File: src/rtl/fifo_rr_arbiter.sv
// Round-robin arbiter that lets NUM_REQ requesters share one sync_fifo write port.
// A winner owns the port for up to MAX_BURST beats, or until it drops valid.
module fifo_rr_arbiter #(
  parameter int NUM_REQ    = 4,
  parameter int DATA_WIDTH = 8,
  parameter int MAX_BURST  = 4
) (
  input  logic                                    clk,
  input  logic                                    rst_n,
  input  logic [NUM_REQ-1:0]                      req_valid,
  input  logic [NUM_REQ*DATA_WIDTH-1:0]           req_data,
  output logic [NUM_REQ-1:0]                      req_ready,
  input  logic                                    fifo_full,
  output logic                                    fifo_wr_en,
  output logic [$clog2(NUM_REQ)+DATA_WIDTH-1:0]   fifo_din,
  output logic [NUM_REQ-1:0]                      grant,
  output logic                                    busy
);

  localparam int ID_WIDTH   = $clog2(NUM_REQ);
  localparam int BCNT_WIDTH = $clog2(MAX_BURST + 1);

  localparam logic [ID_WIDTH-1:0]   LAST_ID_INIT = ID_WIDTH'(NUM_REQ - 1);
  localparam logic [BCNT_WIDTH-1:0] FINAL_BEAT   = BCNT_WIDTH'(MAX_BURST - 1);

  typedef enum logic {
    IDLE = 1'b0,
    OWN  = 1'b1
  } state_t;

  state_t                    state;
  logic [ID_WIDTH-1:0]       gid;
  logic [ID_WIDTH-1:0]       last_id;
  logic [ID_WIDTH-1:0]       win_id;
  logic [BCNT_WIDTH-1:0]     bcnt;
  logic [NUM_REQ-1:0]        grant_q;
  logic                      owner_valid;
  logic [DATA_WIDTH-1:0]     owner_data;
  logic                      xfer;
  logic                      last_beat;
  logic                      release_own;

  // Search starts just after the previous owner, so it becomes lowest priority.
  function automatic logic [ID_WIDTH-1:0] rr_pick(
    input logic [NUM_REQ-1:0]  valid,
    input logic [ID_WIDTH-1:0] last
  );
    logic [ID_WIDTH-1:0] pick;
    logic [ID_WIDTH-1:0] cand;
    logic                found;
    pick  = '0;
    found = 1'b0;
    for (int k = 1; k <= NUM_REQ; k++) begin
      cand = ID_WIDTH'((int'(last) + k) % NUM_REQ);
      if (!found && valid[cand]) begin
        pick  = cand;
        found = 1'b1;
      end
    end
    return pick;
  endfunction

  function automatic logic [NUM_REQ-1:0] to_onehot(input logic [ID_WIDTH-1:0] id);
    logic [NUM_REQ-1:0] vec;
    vec     = '0;
    vec[id] = 1'b1;
    return vec;
  endfunction

  always_comb begin
    win_id      = rr_pick(req_valid, last_id);
    owner_valid = req_valid[gid];
    owner_data  = req_data[gid*DATA_WIDTH +: DATA_WIDTH];
    xfer        = (state == OWN) && owner_valid && !fifo_full;
    last_beat   = xfer && (bcnt == FINAL_BEAT);
    release_own = (state == OWN) && (!owner_valid || last_beat);
  end

  // Write-port side is combinational off the registered owner.
  always_comb begin
    req_ready  = ((state == OWN) && !fifo_full) ? grant_q : '0;
    fifo_wr_en = xfer;
    fifo_din   = xfer ? {gid, owner_data} : '0;
    grant      = grant_q;
    busy       = (state == OWN);
  end

  always_ff @(posedge clk or negedge rst_n) begin
    if (!rst_n) begin
      state   <= IDLE;
      grant_q <= '0;
      gid     <= '0;
      bcnt    <= '0;
      last_id <= LAST_ID_INIT;
    end else begin
      case (state)
        IDLE: begin
          if (|req_valid) begin
            state   <= OWN;
            gid     <= win_id;
            grant_q <= to_onehot(win_id);
            bcnt    <= '0;
          end
        end
        OWN: begin
          if (xfer) begin
            bcnt <= bcnt + BCNT_WIDTH'(1);
          end
          if (release_own) begin
            state   <= IDLE;
            grant_q <= '0;
            last_id <= gid;
          end
        end
        default: begin
          state   <= IDLE;
          grant_q <= '0;
        end
      endcase
    end
  end

endmodule

File: config.mk
export PLATFORM = sky130hd
export DESIGN_NAME = fifo_rr_arbiter
export DESIGN_NICKNAME = d
export VERILOG_FILES = /design/src/rtl/fifo_rr_arbiter.sv
export SDC_FILE = /design/constraint.sdc
export NUM_CORES = 1
export LEC_CHECK = 0
export CAP_MARGIN = 40
export CELL_PAD_IN_SITES_DETAIL_PLACEMENT = 1
export CELL_PAD_IN_SITES_GLOBAL_PLACEMENT = 1
export CORE_MARGIN = 5
export CORE_UTILIZATION = 47
export DETAILED_ROUTE_END_ITERATION = 8
export DONT_BUFFER_PORTS = 1
export HOLD_SLACK_MARGIN = 0.02
export PLACE_DENSITY_LB_ADDON = 0.25
export SLEW_MARGIN = 25
export SYNTH_ARGS = -nofsm -noshare
export SYNTH_HDL_FRONTEND = slang
export SYNTH_SLANG_ARGS = --single-unit
File: constraint.sdc
create_clock -name clk -period 3.7 [get_ports clk]
set_input_delay 0.37 -clock clk [delete_from_list [all_inputs] [get_ports clk]]
set_output_delay 0.37 -clock clk [all_outputs]
set_load 0.1 [all_outputs]
# [Yosys cells after proc, flatten, opt, wreduce, memory -nomap -nowiden]
# Index checks and enable logic that the tools add are counted.
[totals] out_inout_bits=20 register_bits=12 elab_cells=73 inputBits=39
[classes] bitwise_logic=1 n_eq_ne=4 shifts=1 n_lt_le_gt_ge=7 n_mux=30 n_reduce_logical=20 n_addsub=5
[op_table] cell="$shiftx A32 B6 Y8" n=1
[op_table] cell="$lt A2 B3 Y1 const B" n=6
[op_table] cell="$mux W4" n=3
[op_table] cell="$mux W1" n=11
[op_table] cell="$bmux W1 S2" n=5
[op_table] cell="$mux W10" n=1
[op_table] cell="$logic_and A1 B1 Y1" n=9
[op_table] cell="$mux W2" n=4
[op_table] cell="$pmux W4 S2" n=1
[op_table] cell="$reduce_and A2 Y1" n=4
[op_table] cell="$mux W3" n=2
[op_table] cell="$pmux W3 S2" n=1
[op_table] cell="$logic_not A1 Y1" n=5
[op_table] cell="$add A2 B1 Y2 const B" n=2
[op_table] cell="$add A2 B2 Y2 const B" n=2
[op_table] cell="$ne A2 B1 Y1 const B" n=2
[op_table] cell="$reduce_or A4 Y1" n=1
[op_table] cell="$add A3 B1 Y3 const B" n=1
[op_table] cell="$eq A3 B2 Y1 const B" n=1
[op_table] cell="$demux W1 S2" n=1
[op_table] cell="$ge A2 B1 Y1 const B" n=1
[op_table] cell="$ne A2 B2 Y1 const B" n=1
[op_table] cell="$pmux W1 S2" n=1
[op_table] cell="$logic_or A1 B1 Y1" n=1
[op_table] cell="$not A1 Y1" n=1

# [Depth between registers and ports, before layout]
# Gate-level depths: netlist of run 1.
[logic_depth] depth_word=19 ltp_mapped=6 ltp_nobuf=6

# [Least setup slack after synthesis of run 1]
# OpenSTA, ideal clock, no wires.
[synth_path] kind="register to output" startpoint="reg state, in the netlist busy" endpoint="out fifo_din[8]" n_path_buf=0 path_stages_with_launch=4 t_required_ns=3.330 t_arrival_ns=2.725 setup_slack_ns=0.605 cell_sequence="dfrtp_1 -> nor2b_1 -> nand2_1 -> nor2_1"
[synth_between] elab_chain_cells=3
[synth_lines] element="start: declaration" line="31" rtl="state_t state;"
[synth_lines] element="start signal: assignment" line="90" rtl="state <= IDLE;"
[synth_lines] element="start signal: assignment" line="99" rtl="state <= OWN;"
[synth_lines] element="start signal: assignment" line="110" rtl="state <= IDLE;"
[synth_lines] element="$logic_and A1 B1 Y1 (2 in a row)" line="74" rtl="xfer = (state == OWN) && owner_valid && !fifo_full;"
[synth_lines] element="$mux W10" line="83" rtl="fifo_din = xfer ? {gid, owner_data} : '0;"
[synth_lines] element="end: declaration" line="15" rtl="output logic [$clog2(NUM_REQ)+DATA_WIDTH-1:0] fifo_din,"
# No other way between the ends.

# [Final worst setup path of run 1]
[layout_path] startpoint="reg gid[0]" endpoint="out fifo_wr_en"
[layout_between] elab_chain_cells=4
[layout_lines] element="start: declaration" line="32" rtl="logic [ID_WIDTH-1:0] gid;"
[layout_lines] element="start signal: assignment" line="100" rtl="gid <= win_id;"
[layout_lines] element="$bmux W1 S2" line="72" rtl="owner_valid = req_valid[gid];"
[layout_lines] element="$mux W1 (not written as such)" line="72"
[layout_lines] element="$logic_and A1 B1 Y1 (2 in a row)" line="74"
[layout_lines] element="end: declaration" line="14" rtl="output logic fifo_wr_en,"
# No other way between the ends. The select of a mux whose other input is x is not followed.

==> report_table.html, run 1 <==
<table>
<tr><th>Metric</th><th>Value</th></tr>
<tr><th colspan="2">Finish</th></tr>
<tr><td>Final cell count without fillers</td><td>140</td></tr>
<tr><td>Share of cells above drive strength 1</td><td>38.1%</td></tr>
<tr><td>Total Nets Final</td><td>155</td></tr>
<tr><td>Synthesis-to-layout area growth</td><td>34.9%</td></tr>
<tr><td>Antenna fix cells</td><td>0</td></tr>
<tr><td>Leading cell types in the layout, fill and taps excluded</td><td>buf_4, dfrtp_1, mux4_2, and3_1, nand2_1</td></tr>
<tr><td>Commonest non-fill, non-tap cell in the layout</td><td>buf_4</td></tr>
<tr><th colspan="2">Drt</th></tr>
<tr><td>Drt pass-1 iters</td><td>4</td></tr>
<tr><td>Routed len/inst</td><td>21.1 µm</td></tr>
<tr><td>Number of antenna-violating nets in the routed design</td><td>0</td></tr>
<tr><td>Vias post-DR</td><td>840</td></tr>
<tr><td>Via-to-Cell Ratio</td><td>6.00</td></tr>
<tr><td>Drc violations</td><td>0</td></tr>
<tr><td>Total wirelength of the detailed-routed design</td><td>2.95 mm</td></tr>
<tr><td>Count of routing violations after the opening detailed-route iteration</td><td>11</td></tr>
<tr><th colspan="2">Floorplan</th></tr>
<tr><td>Area of the die</td><td>2940 µm²</td></tr>
<tr><td>Starting density of the core</td><td>48.3%</td></tr>
<tr><td>Number of standard-cell rows in the floorplan</td><td>16</td></tr>
<tr><td>Boundary pin count</td><td>59</td></tr>
<tr><td>Floorplan die height</td><td>54.2 µm</td></tr>
<tr><td>Core Area</td><td>1900 µm²</td></tr>
<tr><td>X dimension of the die</td><td>54.2 µm</td></tr>
<tr><th colspan="2">Worst setup path</th></tr>
<tr><td>Classification of the worst setup path</td><td>reg2out</td></tr>
<tr><td>Kind of capture point of the worst setup path</td><td>output port</td></tr>
<tr><td>Arrival time of the worst setup path</td><td>2.27 ns</td></tr>
<tr><td>Timing startpoint of the critical path</td><td>gid[0]$_DFFE_PN0P_</td></tr>
<tr><td>Required time at the worst-slack endpoint</td><td>3.33 ns</td></tr>
<tr><td>Worst Setup Start Kind</td><td>flip-flop</td></tr>
<tr><td>Source of the worst register-to-register timing path</td><td>gid[0]$_DFFE_PN0P_</td></tr>
<tr><td>Critical Path Fanout Max</td><td>12</td></tr>
<tr><th colspan="2">Clock network</th></tr>
<tr><td>Clk sink count</td><td>12</td></tr>
<tr><td>Root buffer cell</td><td>clkbuf_4</td></tr>
<tr><td>TritonCTS Buffers</td><td>3</td></tr>
<tr><td>Gates resized, CTS repair</td><td>0</td></tr>
<tr><td>Clock-pin transition on the worst setup and hold timing paths</td><td>0.08 ns</td></tr>
<tr><td>Clock Latency Late Sink</td><td>0.29 ns</td></tr>
<tr><td>Number of H-tree levels</td><td>1</td></tr>
<tr><td>Clk buf depth</td><td>2</td></tr>
<tr><td>TritonCTS clock tree</td><td>built</td></tr>
<tr><td>Buffers inserted during post-CTS setup optimization</td><td>0</td></tr>
<tr><th colspan="2">GRT</th></tr>
<tr><td>Maximum number of pins on one net before global-route repair</td><td>15</td></tr>
<tr><td>Initial antenna violation count</td><td>0</td></tr>
<tr><td>First-pass GRT wire length</td><td>4.55 mm</td></tr>
<tr><td>Remaining global-route overflow</td><td>0</td></tr>
<tr><td>Number of global-route vias before repair</td><td>951</td></tr>
<tr><td>Total routing resource utilization after global routing</td><td>22.4%</td></tr>
<tr><th colspan="2">Timing</th></tr>
<tr><td>Final-layout setup total negative slack</td><td>0 ns</td></tr>
<tr><td>Setup-violating endpoint count in the final report</td><td>0</td></tr>
<tr><td>Final Critical Period</td><td>2.64 ns</td></tr>
<tr><td>Max-slew violations</td><td>0</td></tr>
<tr><td>Fraction of the cycle the final worst path needs</td><td>71.3%</td></tr>
<tr><td>Setup repair after global routing missed its margin</td><td>no</td></tr>
<tr><td>Transition time at the pin with the least slew margin</td><td>0.597 ns</td></tr>
<tr><td>Normalized max-slew margin</td><td>60.0%</td></tr>
<tr><td>Fmax</td><td>0.379 GHz</td></tr>
<tr><td>Largest clock skew in the final design</td><td>0.00531 ns</td></tr>
<tr><td>Final hold viol count</td><td>0</td></tr>
<tr><td>Crit path setup slack, layout</td><td>1.06 ns</td></tr>
<tr><th colspan="2">Place</th></tr>
<tr><td>Quantity of I/O buffers inserted on ports</td><td>0</td></tr>
<tr><td>Total half-perimeter wirelength after legalization and detailed placement</td><td>2.42 mm</td></tr>
<tr><td>Post-placement worst setup slack</td><td>1.34 ns</td></tr>
<tr><td>Final weighted congestion in routability-driven placement</td><td>0.758</td></tr>
<tr><td>Post-placement cell count</td><td>134</td></tr>
<tr><th colspan="2">Yosys</th></tr>
<tr><td>Top cell type by total area after synthesis</td><td>dfrtp_1</td></tr>
<tr><td>Yosys cell types</td><td>31</td></tr>
<tr><td>Largest cells by area after synthesis</td><td>dfrtp_1, mux4_2, dfstp_2</td></tr>
<tr><td>Post-Syn Instances</td><td>87</td></tr>
<tr><td>Count of synthesis-stage warnings from yosys</td><td>0</td></tr>
<tr><td>#FFs+latches synth</td><td>12</td></tr>
<tr><td>Mean instance size in the synthesized netlist</td><td>10.6 µm²</td></tr>
<tr><td>Netlist Area Pre-Place</td><td>918 µm²</td></tr>
<tr><td>Synthesized net count</td><td>128</td></tr>
<tr><td>Share of synthesized area occupied by flip-flops and latches</td><td>33.0%</td></tr>
<tr><td>Synth top area share</td><td>27.2%</td></tr>
<tr><th colspan="2">Flow run</th></tr>
<tr><td>Max-cap check violation count</td><td>0</td></tr>
<tr><th colspan="2">Power and ir drop</th></tr>
<tr><td>IR drop worst, VDD</td><td>706 µV</td></tr>
<tr><td>Power density over the cells</td><td>1120 nW/µm²</td></tr>
<tr><td>Leakage power summed over all cells</td><td>0.582 nW</td></tr>
<tr><th colspan="2">Status</th></tr>
<tr><td>Outcome</td><td>complete, no violations</td></tr>
<tr><th colspan="2">Worst hold path</th></tr>
<tr><td>Worst Hold Launch</td><td>fifo_full</td></tr>
<tr><td>Class of the worst hold path</td><td>in2reg</td></tr>
</table>
[per-layer routing]
metal | wire length (µm) | GRT usage, % | vias to the layer above | share of wire (%)
met3 | 227 | 7.20 | 10 | 7.7
met2 | 1600 | 38.8 | 32 | 54
met5 | 0 | 0 | - | 0
met1 | 1060 | 24.8 | 422 | 36
li1 | - | - | 376 | -
met4 | 64 | 9.54 | 0 | 2.2
[cell families after synthesis]
logic type	synth area share, %
AOI/OAI and AO/OA	14.4
buffers and inverters	3.54
DFF	33.0
and+or+nand+nor	21.9
muxes	24.4
adders and majority gates	2.72
[worst paths after layout]
| path | to | slack, ns | cells after the start |
|---|---|---|---|
| worst max-delay path | fifo_wr_en | 1.06 | 4 |
| worst min-delay path | busy$_DFF_PN0_ | 0.39 | 3 |
| worst max register to register | grant[2]$_DFFE_PN0P_ | 1.53 | 4 |
| worst min register to register | bcnt[1]$_DFFE_PN0P_ | 0.52 | 2 |
| max in group asynchronous | gid[0]$_DFFE_PN0P_ | 2.79 | 1 |
| min in group asynchronous | grant[1]$_DFFE_PN0P_ | 0.52 | 1 |
[synth_stat cells]
master and number:
a21bo_1 1, a21boi_0 1, a21o_1 2, a21oi_1 1
a22o_1 1, a2bb2o_4 1, a31o_2 1, a32o_1 1
and2_1 4, and2_4 1, and3_1 8, buf_2 2
clkbuf_1 2, dfrtp_1 10, dfstp_2 2, ha_1 2
inv_1 4, mux2_2 1, mux2i_1 1, mux4_2 9
nand2_1 6, nand2b_1 5, nand3_1 5, nand3b_1 1
nor2_1 5, nor2b_1 1, o21ai_0 5, o21ai_1 1
o22a_1 1, o2bb2ai_1 1, or2_2 1
[critical path, cell delays in order, from the launching register on]
cell and delay, ns:
dfrtp_1 0.70, mux4_2 0.71, nand2_1 0.27, inv_1 0.07, buf_4 0.23
[what timing repair did]
action,CTS,global route
setup endpoints to repair,0,0
hold buffers,1,0
endpoints found under the hold margin,12,0
[per-stage QoR]
stage | hold WS [ns] | area, µm² | util [%] | total power, mW
final | 0.390 | 1240 | 65.1 | 1.39
after detailed placement | 0.0749 | 1180 | 62.3 | 1.28
after CTS | 0.380 | 1230 | 64.7 | 1.39
after global routing | 0.395 | 1240 | 65.1 | 1.45
after global placement | 0.0747 | 1060 | 55.7 | 1.11
after floorplan | 0.0744 | 918 | - | 0.998
[cell type report]
| type | count | area (µm²) |
|---|---|---|
| clock buffer | 4 | 36.3 |
| fill | 206 | 663 |
| inverter | 4 | 15.0 |
| multi-input combinational | 67 | 588 |
| sequential | 12 | 303 |
| tap | 27 | 33.8 |
| timing repair buffer | 26 | 263 |
[report_power, final]
| part | switching (mW) | leakage (nW) | internal [mW] | total, mW |
|---|---|---|---|---|
| sequential | 0.0991 | 0.150 | 0.191 | 0.290 |
| clock | 0.0507 | 0.0210 | 0.0600 | 0.111 |
| combinational | 0.638 | 0.411 | 0.352 | 0.990 |
[flip-flops by register name, summed over array words and instances (netlist names)]
register and cells:
busy 1, bcnt 3, grant 4, gid 2, last_id 2
Note: power is estimated with default switching activity, not from simulation.
==> run 2: changes to the inputs <==
Settings changed: CORE_UTILIZATION 47 to 43.
Clock period 3.7 ns to 2.7 ns, I/O delays scaled along.
==> run 2 against run 1 <==
Combinational power grew 47%. Power up 40%. Via count fell by 1.9%. Critical path type unchanged. Largest power group unchanged.
==> report_table.html, run 2 (same netlist as run 1, synthesis figures left out) <==
<table>
<tr><th>Metric</th><th>Value</th></tr>
<tr><th colspan="2">Status</th></tr>
<tr><td>Outcome</td><td>complete, no violations</td></tr>
<tr><th colspan="2">GRT</th></tr>
<tr><td>First-pass GRT wire length</td><td>5.23 mm (+15%)</td></tr>
<tr><td>Initial antenna violation count</td><td>0 (unchanged)</td></tr>
<tr><td>Remaining global-route overflow</td><td>0 (unchanged)</td></tr>
<tr><td>Total routing resource utilization after global routing</td><td>21.3% (-1.0 points)</td></tr>
<tr><td>Number of global-route vias before repair</td><td>975 (+2.5%)</td></tr>
<tr><td>Maximum number of pins on one net before global-route repair</td><td>15 (unchanged)</td></tr>
<tr><th colspan="2">Finish</th></tr>
<tr><td>Share of cells above drive strength 1</td><td>40.0% (+1.9 points)</td></tr>
<tr><td>Layout Utilization</td><td>66.9% (+1.7 points)</td></tr>
<tr><td>Synthesis-to-layout area growth</td><td>45.8%</td></tr>
<tr><td>Antenna fix cells</td><td>0 (unchanged)</td></tr>
<tr><td>Total Nets Final</td><td>152 (-1.9%)</td></tr>
<tr><td>Commonest non-fill, non-tap cell in the layout</td><td>buf_12</td></tr>
<tr><td>Leading cell types in the layout, fill and taps excluded</td><td>buf_12, dfrtp_1, mux4_2, and3_1, buf_4</td></tr>
<tr><td>Max FFs per register</td><td>4 (unchanged)</td></tr>
<tr><th colspan="2">Power and ir drop</th></tr>
<tr><td>Leakage power summed over all cells</td><td>0.600 nW (+3.1%)</td></tr>
<tr><td>IR drop worst, VDD</td><td>819 µV (+16%)</td></tr>
<tr><td>Power density over the cells</td><td>1450 nW/µm² (+29%)</td></tr>
<tr><th colspan="2">Worst setup path</th></tr>
<tr><td>Buf+Inv Stages, Crit Path</td><td>3 (+1)</td></tr>
<tr><td>Classification of the worst setup path</td><td>reg2out</td></tr>
<tr><td>Worst Setup Start Kind</td><td>flip-flop</td></tr>
<tr><td>Arrival time of the worst setup path</td><td>2.14 ns (-0.13 ns)</td></tr>
<tr><td>Crit path max-delay cell type</td><td>mux4_2</td></tr>
<tr><td>Crit-path max cell delay</td><td>0.65 ns (-0.06 ns)</td></tr>
<tr><td>Required time at the worst-slack endpoint</td><td>2.43 ns (-0.90 ns)</td></tr>
<tr><td>Cell-by-cell listing of the critical path</td><td>buf_4 -&gt; mux4_2 -&gt; nand2_1 -&gt; inv_1 -&gt; buf_12</td></tr>
<tr><td>Critical Path Fanout Max</td><td>12 (unchanged)</td></tr>
<tr><td>Kind of capture point of the worst setup path</td><td>output port</td></tr>
<tr><td>Top delay family on crit path</td><td>multiplexers</td></tr>
<tr><th colspan="2">Place</th></tr>
<tr><td>Final weighted congestion in routability-driven placement</td><td>0.815 (+7.5%)</td></tr>
<tr><td>Total half-perimeter wirelength after legalization and detailed placement</td><td>2.65 mm (+9.4%)</td></tr>
<tr><td>Quantity of I/O buffers inserted on ports</td><td>0 (unchanged)</td></tr>
<tr><th colspan="2">Floorplan</th></tr>
<tr><td>Area of the die</td><td>3160 µm² (+7.6%)</td></tr>
<tr><td>Starting density of the core</td><td>45.9% (-2.4 points)</td></tr>
<tr><td>Boundary pin count</td><td>59 (unchanged)</td></tr>
<tr><td>Core Area</td><td>2000 µm² (+5.3%)</td></tr>
<tr><td>X dimension of the die</td><td>56.2 µm (+3.7%)</td></tr>
<tr><td>Number of standard-cell rows in the floorplan</td><td>16 (unchanged)</td></tr>
<tr><td>Floorplan die height</td><td>56.2 µm (+3.7%)</td></tr>
<tr><th colspan="2">Clock network</th></tr>
<tr><td>Number of H-tree levels</td><td>1 (unchanged)</td></tr>
<tr><td>Root buffer cell</td><td>clkbuf_4</td></tr>
<tr><td>Clock-pin transition on the worst setup and hold timing paths</td><td>0.08 ns (about the same)</td></tr>
<tr><td>Clk buf depth</td><td>2 (unchanged)</td></tr>
<tr><td>TritonCTS Buffers</td><td>3 (unchanged)</td></tr>
<tr><td>Clock Latency Late Sink</td><td>0.27 ns (-0.02 ns)</td></tr>
<tr><td>Clk sink count</td><td>12 (unchanged)</td></tr>
<tr><td>TritonCTS clock tree</td><td>built</td></tr>
<tr><td>Gates resized, CTS repair</td><td>0 (unchanged)</td></tr>
<tr><th colspan="2">Flow run</th></tr>
<tr><td>Max-cap check violation count</td><td>0 (unchanged)</td></tr>
<tr><th colspan="2">Timing</th></tr>
<tr><td>Setup-violating endpoint count in the final report</td><td>0 (unchanged)</td></tr>
<tr><td>Setup repair after global routing missed its margin</td><td>no</td></tr>
<tr><td>Fmax</td><td>0.415 GHz</td></tr>
<tr><td>Largest clock skew in the final design</td><td>0.00231 ns (-0.00299 ns)</td></tr>
<tr><td>Transition time at the pin with the least slew margin</td><td>0.573 ns (-0.0240 ns)</td></tr>
<tr><td>Max-slew violations</td><td>0 (unchanged)</td></tr>
<tr><td>Final hold viol count</td><td>0 (unchanged)</td></tr>
<tr><td>Normalized max-slew margin</td><td>61.7% (+1.6 points)</td></tr>
<tr><td>Fraction of the cycle the final worst path needs</td><td>89.2%</td></tr>
<tr><td>Worst hold-check slack</td><td>0.322 ns (-0.0680 ns)</td></tr>
<tr><td>Final Critical Period</td><td>2.41 ns</td></tr>
<tr><th colspan="2">Worst hold path</th></tr>
<tr><td>Class of the worst hold path</td><td>in2reg</td></tr>
<tr><th colspan="2">Drt</th></tr>
<tr><td>Number of antenna-violating nets in the routed design</td><td>0 (unchanged)</td></tr>
<tr><td>Vias post-DR</td><td>824 (-1.9%)</td></tr>
<tr><td>Total wirelength of the detailed-routed design</td><td>3.21 mm (+8.7%)</td></tr>
<tr><td>Drt pass-1 iters</td><td>4 (unchanged)</td></tr>
<tr><td>Via-to-Cell Ratio</td><td>6.01 (+0.24%)</td></tr>
<tr><td>Count of routing violations after the opening detailed-route iteration</td><td>23 (+12)</td></tr>
<tr><td>Drc violations</td><td>0 (unchanged)</td></tr>
<tr><td>Routed len/inst</td><td>23.4 µm (+11%)</td></tr>
</table>
[run 2: changes by cell type in the layout (fill, tap and decap cells not counted)]
cell | previous run | this run
buf_16 | 4 | 0
buf_1 | 4 | 0
buf_12 | 0 | 15
clkbuf_4 | 4 | 3
buf_4 | 16 | 7
[run 2: per-layer routing]
layer | up-vias | wire length, µm | GRT usage, %
li1 | 371 | - | -
met5 | - | 0 | 0
met2 | 32 | 1780 | 39.4
met1 | 411 | 1140 | 23.0
met4 | 0 | 130 | 8.81
met3 | 10 | 159 | 4.87
[run 2: power breakdown]
part           total, mW  internal (mW)  switching (mW)
clock              0.145         0.0818          0.0628
combinational       1.46          0.511           0.945
sequential         0.342          0.263          0.0788
[run 2: worst reg2reg max path: cells and delay by family (launching register included)]
| family | cells | cell delay, ns |
|---|---|---|
| buf+inv | 1 | 0.23 |
| compound gates | 2 | 0.47 |
| flops | 1 | 0.38 |
| mux | 1 | 0.66 |
| simple gates | 1 | 0.19 |
[run 2: layout make-up]
cell class              count  area [µm²]
well taps                  27        33.8
repair buffers             23         363
flip-flops and latches     12         303
fillers                   208         663
inverters                   4        15.0
multi-input cells          67         588
clock buffers               4        36.3
[run 2: worst paths after layout]
check,startpoint,end,slack [ns],cells past startpoint
min in group asynchronous,rst_n,bcnt[1]$_DFFE_PN0P_,0.43,1
max in group asynchronous,rst_n,last_id[0]$_DFFE_PN1P_,1.89,1
worst min register to register,bcnt[2]$_DFFE_PN0P_,bcnt[2]$_DFFE_PN0P_,0.51,2
worst max register to register,gid[0]$_DFFE_PN0P_,grant[2]$_DFFE_PN0P_,0.66,5
worst min-delay path,fifo_full,busy$_DFF_PN0_,0.32,3
worst max-delay path,gid[0]$_DFFE_PN0P_,fifo_wr_en,0.29,5
[run 2: what timing repair did]
action	4_1_cts	5_1_grt
hold buffers	1	0
setup buffers	0	0
hold endpoints to repair	12	0
[run 2: per-stage QoR]
step | instance area [µm²] | total power [mW] | setup TNS (ns) | setup WS (ns) | instances
after floorplan | 918 | 1.37 | -0.590 | -0.295 | 87
after global placement | 1290 | 1.73 | 0 | 0.685 | 132
after detailed placement | 1290 | 1.80 | 0 | 0.606 | 132
after CTS | 1340 | 1.96 | 0 | 0.256 | 137
after global routing | 1340 | 2.03 | 0 | 0.152 | 137
final | 1340 | 1.94 | 0 | 0.291 | 137
